[src/rtl/warp_ibuffer_pkg.sv]
// Shared types and sizing for the per-warp instruction buffer.
package warp_ibuffer_pkg;

    localparam int NUM_WARPS   = 4;
    localparam int NW_WIDTH    = 2;
    localparam int NUM_THREADS = 4;
    localparam int PC_BITS     = 32;
    localparam int UUID_WIDTH  = 8;
    localparam int IBUF_SIZE   = 4;
    localparam int IBUF_CTR_W  = $clog2(IBUF_SIZE) + 1;

    // One queued instruction as it travels from fetch to issue.
    typedef struct packed {
        logic [UUID_WIDTH-1:0]  uuid;
        logic [PC_BITS-1:0]     pc;
        logic [NUM_THREADS-1:0] tmask;
        logic [31:0]            instr;
    } ibuf_entry_t;

    // Round-robin pick: first requester strictly after 'last', scanning
    // upward and wrapping. Relies on NUM_WARPS == 2**NW_WIDTH so the index
    // addition wraps naturally. Returns 'last' when nothing requests.
    function automatic logic [NW_WIDTH-1:0] rr_grant(
        input logic [NUM_WARPS-1:0] req,
        input logic [NW_WIDTH-1:0]  last
    );
        logic [NW_WIDTH-1:0] idx;
        logic                found;
        rr_grant = last;
        found    = 1'b0;
        for (int i = 1; i <= NUM_WARPS; i++) begin
            idx = last + NW_WIDTH'(i);
            if (!found && req[idx]) begin
                rr_grant = idx;
                found    = 1'b1;
            end
        end
    endfunction

endpackage

[src/rtl/warp_ibuffer_fifo.sv]
// Single-warp instruction FIFO: distributed storage with asynchronous head
// read so the arbiter can look at the head in the same cycle it grants.
module warp_ibuffer_fifo
    import warp_ibuffer_pkg::*;
#(
    parameter string INSTANCE_ID = "",
    parameter int    SIZE        = IBUF_SIZE
) (
    input  logic        clk,
    input  logic        reset,
    input  logic        push,
    input  logic        pop,
    input  ibuf_entry_t data_in,
    output ibuf_entry_t data_out,
    output logic        empty,
    output logic        full
);

    localparam int AW = $clog2(SIZE);
    localparam int CW = AW + 1;

    logic [AW-1:0] wr_ptr_q, wr_ptr_d;
    logic [AW-1:0] rd_ptr_q, rd_ptr_d;
    logic [CW-1:0] count_q,  count_d;

    ibuf_entry_t mem [SIZE];

    // Pointer and occupancy update; a simultaneous push and pop leaves the
    // count alone while both pointers move.
    always_comb begin
        wr_ptr_d = wr_ptr_q;
        rd_ptr_d = rd_ptr_q;
        count_d  = count_q;
        if (push) begin
            wr_ptr_d = wr_ptr_q + 1'b1;
        end
        if (pop) begin
            rd_ptr_d = rd_ptr_q + 1'b1;
        end
        case ({push, pop})
            2'b10:   count_d = count_q + CW'(1);
            2'b01:   count_d = count_q - CW'(1);
            default: count_d = count_q;
        endcase
    end

    // Control state registers, cleared on reset so queued entries vanish.
    always_ff @(posedge clk) begin
        if (reset) begin
            wr_ptr_q <= '0;
            rd_ptr_q <= '0;
            count_q  <= '0;
        end else begin
            wr_ptr_q <= wr_ptr_d;
            rd_ptr_q <= rd_ptr_d;
            count_q  <= count_d;
        end
    end

    // Storage write port; contents need no reset because occupancy gates use.
    always_ff @(posedge clk) begin
        if (push) begin
            mem[wr_ptr_q] <= data_in;
        end
    end

    assign data_out = mem[rd_ptr_q];
    assign empty    = (count_q == '0);
    assign full     = (count_q == CW'(SIZE));

    a_no_push_full: assert property (@(posedge clk) disable iff (reset) !(push && full))
        else $error("%s: push into full warp fifo", INSTANCE_ID);

    a_no_pop_empty: assert property (@(posedge clk) disable iff (reset) !(pop && empty))
        else $error("%s: pop from empty warp fifo", INSTANCE_ID);

endmodule

[src/rtl/warp_ibuffer.sv]
// Per-warp instruction buffer between fetch and issue: one FIFO per warp,
// round-robin selection into a single registered output slot, and a
// per-warp pop pulse so fetch can bound its outstanding requests.
module warp_ibuffer
    import warp_ibuffer_pkg::*;
#(
    parameter string INSTANCE_ID = "",
    parameter int    SIZE        = IBUF_SIZE
) (
    input  logic                   clk,
    input  logic                   reset,

    input  logic                   fetch_valid,
    output logic                   fetch_ready,
    input  logic [NW_WIDTH-1:0]    fetch_wid,
    input  logic [PC_BITS-1:0]     fetch_PC,
    input  logic [NUM_THREADS-1:0] fetch_tmask,
    input  logic [31:0]            fetch_instr,
    input  logic [UUID_WIDTH-1:0]  fetch_uuid,

    output logic                   ibuf_valid,
    input  logic                   ibuf_ready,
    output logic [NW_WIDTH-1:0]    ibuf_wid,
    output logic [PC_BITS-1:0]     ibuf_PC,
    output logic [NUM_THREADS-1:0] ibuf_tmask,
    output logic [31:0]            ibuf_instr,
    output logic [UUID_WIDTH-1:0]  ibuf_uuid,
    output logic [NUM_WARPS-1:0]   ibuf_pop
);

    ibuf_entry_t              fetch_entry;
    ibuf_entry_t              head [NUM_WARPS];
    logic [NUM_WARPS-1:0]     empty_vec;
    logic [NUM_WARPS-1:0]     full_vec;
    logic [NUM_WARPS-1:0]     push_vec;
    logic [NUM_WARPS-1:0]     pop_vec;
    logic [NUM_WARPS-1:0]     req;
    logic [NW_WIDTH-1:0]      grant;
    logic                     fetch_fire;
    logic                     load;

    logic                     ibuf_valid_q, ibuf_valid_d;
    ibuf_entry_t              out_entry_q,  out_entry_d;
    logic [NW_WIDTH-1:0]      out_wid_q,    out_wid_d;
    logic [NW_WIDTH-1:0]      last_grant_q, last_grant_d;
    logic [NUM_WARPS-1:0]     pop_pend_q,   pop_pend_d;
    logic [NUM_WARPS-1:0]     ibuf_pop_q,   ibuf_pop_d;

    assign fetch_entry = '{uuid:  fetch_uuid,
                           pc:    fetch_PC,
                           tmask: fetch_tmask,
                           instr: fetch_instr};

    // Readiness comes from registered occupancy only, so a pop in the same
    // cycle never frees the slot early.
    assign fetch_ready = ~full_vec[fetch_wid];
    assign fetch_fire  = fetch_valid && fetch_ready;

    assign req   = ~empty_vec;
    assign grant = rr_grant(req, last_grant_q);
    assign load  = (~ibuf_valid_q || ibuf_ready) && (|req);

    // Steer fetch pushes and arbiter pops to the addressed warp FIFO.
    always_comb begin
        push_vec = '0;
        pop_vec  = '0;
        if (fetch_fire) begin
            push_vec[fetch_wid] = 1'b1;
        end
        if (load) begin
            pop_vec[grant] = 1'b1;
        end
    end

    for (genvar w = 0; w < NUM_WARPS; w++) begin : gen_fifo
        warp_ibuffer_fifo #(
            .INSTANCE_ID (INSTANCE_ID),
            .SIZE        (SIZE)
        ) u_fifo (
            .clk      (clk),
            .reset    (reset),
            .push     (push_vec[w]),
            .pop      (pop_vec[w]),
            .data_in  (fetch_entry),
            .data_out (head[w]),
            .empty    (empty_vec[w]),
            .full     (full_vec[w])
        );
    end

    // Output slot next state: load the granted head when the slot is free or
    // being consumed, otherwise drop valid once consumed, otherwise hold.
    // The pop pulse is staged so it appears the cycle after the entry first
    // shows up on the output.
    always_comb begin
        ibuf_valid_d = ibuf_valid_q;
        out_entry_d  = out_entry_q;
        out_wid_d    = out_wid_q;
        last_grant_d = last_grant_q;
        pop_pend_d   = '0;
        ibuf_pop_d   = pop_pend_q;
        if (load) begin
            ibuf_valid_d      = 1'b1;
            out_entry_d       = head[grant];
            out_wid_d         = grant;
            last_grant_d      = grant;
            pop_pend_d[grant] = 1'b1;
        end else if (ibuf_ready) begin
            ibuf_valid_d = 1'b0;
        end
    end

    // Control registers of the output stage; reset discards the slot and
    // any pop pulse still in flight.
    always_ff @(posedge clk) begin
        if (reset) begin
            ibuf_valid_q <= 1'b0;
            last_grant_q <= NW_WIDTH'(NUM_WARPS - 1);
            pop_pend_q   <= '0;
            ibuf_pop_q   <= '0;
        end else begin
            ibuf_valid_q <= ibuf_valid_d;
            last_grant_q <= last_grant_d;
            pop_pend_q   <= pop_pend_d;
            ibuf_pop_q   <= ibuf_pop_d;
        end
    end

    // Output data registers; their contents only matter while valid is set.
    always_ff @(posedge clk) begin
        out_entry_q <= out_entry_d;
        out_wid_q   <= out_wid_d;
    end

    assign ibuf_valid = ibuf_valid_q;
    assign ibuf_wid   = out_wid_q;
    assign ibuf_PC    = out_entry_q.pc;
    assign ibuf_tmask = out_entry_q.tmask;
    assign ibuf_instr = out_entry_q.instr;
    assign ibuf_uuid  = out_entry_q.uuid;
    assign ibuf_pop   = ibuf_pop_q;

    a_pc_nonzero: assert property (@(posedge clk) disable iff (reset)
            fetch_fire |-> (fetch_PC != '0))
        else $error("%s: push with zero PC", INSTANCE_ID);

endmodule
[config.mk]
export PLATFORM = sky130hd
export DESIGN_NAME = warp_ibuffer
export DESIGN_NICKNAME = d
export VERILOG_FILES = /design/src/rtl/warp_ibuffer_pkg.sv /design/src/rtl/warp_ibuffer_fifo.sv /design/src/rtl/warp_ibuffer.sv
export SDC_FILE = /design/constraint.sdc
export NUM_CORES = 1
export LEC_CHECK = 0
export BUFFER_PORTS_ARGS = -buffer_cell sky130_fd_sc_hd__buf_4
export CAP_MARGIN = 40
export CORE_UTILIZATION = 58
export CTS_BUF_LIST = sky130_fd_sc_hd__clkbuf_2
export CTS_CLUSTER_SIZE = 28
export DETAILED_ROUTE_END_ITERATION = 10
export HOLD_SLACK_MARGIN = 0.06
export PLACE_DENSITY_LB_ADDON = 0.05
export SETUP_SLACK_MARGIN = 0.1
export SLEW_MARGIN = 5
export SYNTH_ARGS = -nofsm -noshare
export SYNTH_HDL_FRONTEND = slang
export SYNTH_SLANG_ARGS = --single-unit
export TNS_END_PERCENT = 10
[constraint.sdc]
create_clock -name clk -period 3.1 [get_ports clk]
set_input_delay 0.465 -clock clk [delete_from_list [all_inputs] [get_ports clk]]
set_output_delay 0.465 -clock clk [all_outputs]
set_load 0.05 [all_outputs]
==> summary.txt <==
Route
  – Via count: between 20000 and 30000
  – Pre-Repair DR Iteration Count: 5
  – First DRT Iteration DRCs: approximately 2200
  – Average wire per standard cell: ~28 um
  – Antenna-violating nets left: 0
  – Via/cell ratio: just under 6
  – Routed WL: 117 mm
  – DRC: 0

Worst setup path
  – CP cell instances: buf_4, or3_1, a221oi_2, o21a_4, inv_4, nor3_4, ha_2, inv_1, fa_1, xor2_1, or3_1, a21oi_1
  – Crit Path Max Fanout: 8
  – Crit Path Category: reg -> reg
  – Worst reg-to-reg path cell count: 12
  – CP peak stage delay: roughly 400 ps
  – Worst Path Required: 4450 ps
  – Capturing point of the worst reg2reg path: gen_fifo[2].u_fifo.count_q[2]$_SDFFE_PP0P_
  – Slowest CP cell: or3_1
  – CP Data Arrival Time: approximately 4400 ps
  – Critical Path Start Type: register
  – Critical path capture point type: register
  – RR Startpoint: gen_fifo[3].u_fifo.count_q[0]$_SDFFE_PP0P_
  – Reg2reg setup slack: 100 ps
  – Cell mode on critical path: or3_1

Synthesis
  – Post-synth cell types: 52
  – Seq cells post-synth: 1341
  – Post-synth EDFFs: between 1000 and 1500
  – Asr flop ratio synth: 0%
  – Post-Synth Simple-Gate Area: 1.12%
  – Top_reg_cell synth: edfxtp_1
  – Mapped cell area: 51000 sq um
  – Post-Syn Nets: 2289
  – Synth Warn #: 0
  – Largest family of logic cells by synthesized area: multiplexers
  – Mux share of post-synthesis cell area: 18.2%
  – Synthesized area per cell: ~23 sq um
  – Synth Instances: about 2200
  – Synth Area in Compound Gates: less than 1%
  – Adder-Cell Fraction of Synth Area: less than 1%
  – Register area share after synthesis: 78.0%
  – Post-synthesis xor/xnor area fraction: less than 1%

Cells and area
  – Nets: 2945
  – Commonest non-fill, non-tap cell in the layout: edfxtp_1
  – FILL cells: 5747
  – Share of cells above drive strength 1: 36.2%
  – Commonest non-fill, non-tap cells in the layout: edfxtp_1 (1294), clkbuf_2 (480), mux4_2 (304), mux2i_1 (232), buf_4 (195)
  – Area grow syn2layout: 15.7%
  – Cell Count, Final, Fillers Out: roughly 4200
  – Final instance area: 59000 sq um

Floorplanning
  – Die Ht: 299 um
  – Core Region: 86900 sq um
  – Die width: between 200 and 300 um
  – Starting density of the core: 58.7%
  – Num rows: roughly 110
  – Number of I/O pins: 166
  – Die area: about 90000 sq um

STA
  – Clock skew: 162 ps
  – Setup TNS: 0 ps
  – Final max-slew violation count: 0
  – Worst slew pin tran: 910 ps
  – Final setup viols: 0
  – Final Cycle Share: 96.9%
  – Final Critical Period: around 3000 ps
  – Worst slew margin: just under 40%
  – FMAX: 333 MHz
  – RSZ-0062 raised after global routing: yes
  – Final setup margin: around 96 ps
  – Fin. Hold Viols: 0

Power and ir drop
  – Seq pwr share: 46.7%
  – Sw Share: 33.7%
  – Psw: 16.2 mW
  – Clock power share: 23.3%
  – PwrDens: 813 nW/um^2
  – VDD IR max: 1.47 mV
  – Leakage: 20.0 nW
  – Internal Power: roughly 32 mW
  – Power Total: 48.0 mW
  – Combinational share of power: roughly 30%

Clock network
  – H-tree levels: 5
  – Longest Clk Path Bufs: 4
  – Clock Latency Late Sink: around 1500 ps
  – CTS tree: done
  – Root Driver: clkbuf_2
  – Clock-pin transition on the worst setup and hold timing paths: approximately 100 ps
  – CTS buffer count: 341
  – Sink Count: roughly 1300

Place
  – Port bufs: 165
  – Cell area after placement: 54300 sq um
  – DP Wirelength: 58.1 mm
  – # placed instances: around 3500
  – GPL Wtd Cong: 0.748
  – Pre-CTS WS: approximately 82 ps

Worst hold path
  – Hold path startpoint: ibuf_ready
  – Hold Crit Class: in -> reg
  – Hold Path Stages: 4
  – Min-Delay Endpoint: ibuf_pop_d[2]$_SDFF_PP0_

Global route
  – Largest net degree at the start of global routing: 86
  – Initial antenna violation count: 6
  – Global route overflow: 0
  – Vias in the first global route: about 27000
  – Gr usage total: 26.8%
  – First-pass GRT wire length: ~170 mm

Status
  – Status: completed

Job
  – Maxcap violations: 0
==> worst max-delay path by stage <==
stage	slack, ps	start	to	depth (start not counted)
2_1_floorplan	-230	gen_fifo[1].u_fifo.count_q[0]$_SDFFE_PP0P_	gen_fifo[1].u_fifo.mem[2][0]$_DFFE_PP_	4
3_3_place_gp	160	gen_fifo[3].u_fifo.count_q[0]$_SDFFE_PP0P_	gen_fifo[0].u_fifo.count_q[2]$_SDFFE_PP0P_	11
3_5_place_dp	80	gen_fifo[3].u_fifo.count_q[0]$_SDFFE_PP0P_	gen_fifo[0].u_fifo.count_q[2]$_SDFFE_PP0P_	11
4_1_cts	-110	gen_fifo[3].u_fifo.count_q[1]$_SDFFE_PP0P_	fetch_ready	6
5_1_grt	-140	gen_fifo[3].u_fifo.count_q[0]$_SDFFE_PP0P_	fetch_ready	6
6_report	100	gen_fifo[3].u_fifo.count_q[0]$_SDFFE_PP0P_	gen_fifo[2].u_fifo.count_q[2]$_SDFFE_PP0P_	12
==> power by group through the flow <==
stage	clock network, mW	logic, mW	registers, mW
after floorplan	0	8.47	24.3
after global placement	0	14.0	22.8
final	11.2	14.4	22.4
after detailed placement	0	14.2	22.8
after global routing	12.4	15.2	22.5
after CTS	11.5	14.5	22.4
==> final cells by class <==
class / instances / area (sq um) / area share [%]
clock inverters: 72 / 443 / 0.751
repair buffers: 414 / 4170 / 7.07
flip-flops and latches: 1341 / 39800 / 67.5
well taps: 1155 / 1450 / 2.45
inverters: 29 / 121 / 0.206
clock buffers: 480 / 2400 / 4.07
multi-input cells: 712 / 10600 / 17.9
diodes: 2 / 5.00 / 0.00848
==> through the flow <==
step,utilization (%),hold WS (ps)
2_1_floorplan,-,414
3_3_place_gp,62.5,440
3_5_place_dp,62.5,438
4_1_cts,67.8,77.9
5_1_grt,67.9,191
6_report,67.9,303
==> routing by layer <==
metal	vias up	track usage (%)	part of all wire [%]
met5	-	0	0.045
met4	8	8.16	1.7
met3	175	5.71	6.6
met2	964	44.4	51
met1	13200	36.2	40
li1	10700	-	-
==> cell families (layout without fill, tap and decap cells) <==
kind of cell / after synthesis / count (layout)
fa+ha+maj: 24 / 24
flops: 1341 / 1341
mux: 544 / 544
other cells: 0 / 2
simple gates: 102 / 102
compound gates: 30 / 30
xor+xnor: 12 / 12
buf+inv: 130 / 995
==> critical path, delay by kind of cell (launching register included) <==
kind                       cells  cell delay, ps
adders and majority gates      2             590
DFF                            1             360
buffers and inverters          3             290
AOI/OAI and AO/OA              3             660
and+or+nand+nor                3             910
xor gates and xnor gates       1             160
==> what timing repair did <==
| action | in CTS | in global routing |
|---|---|---|
| gates resized for setup | 14 | 11 |
| setup buffers | 5 | 0 |
| pin swaps | 6 | 7 |
| endpoints found under the setup margin | 1 | 5 |
| endpoints found under the hold margin | 2486 | 0 |
| hold buffers | 168 | 0 |
==> cells in the mapped netlist (7+ instances only) <==
library cell,instances,share of area (%)
xor2_1,8,0.14
buf_8,8,0.24
mux4_2,304,13
edfxtp_1,1294,76
a21oi_1,12,0.12
nor2b_1,11,0.13
nor2_1,30,0.22
buf_2,16,0.16
clkbuf_1,52,0.38
nor3_1,11,0.11
nand2_1,10,0.074
and2_1,16,0.20
o21ai_0,7,0.069
buf_6,8,0.18
ha_1,20,0.49
inv_1,26,0.19
dfxtp_1,47,1.8
mux2i_1,232,4.6
buf_4,9,0.13
==> registers in the layout, indices dropped and copies added, names as in the netlist, named ones only <==
signal	cells
last_grant_q	2
gen_fifo.u_fifo.mem	1216
gen_fifo.u_fifo.count_q	12
ibuf_pop_d	4
ibuf_tmask	4
gen_fifo.u_fifo.wr_ptr_q	8
ibuf_pop	4
gen_fifo.u_fifo.rd_ptr_q	8
ibuf_wid	2
ibuf_uuid	8
ibuf_instr	32
ibuf_PC	32
ibuf_valid	1
(Power assumes the default switching activity.)
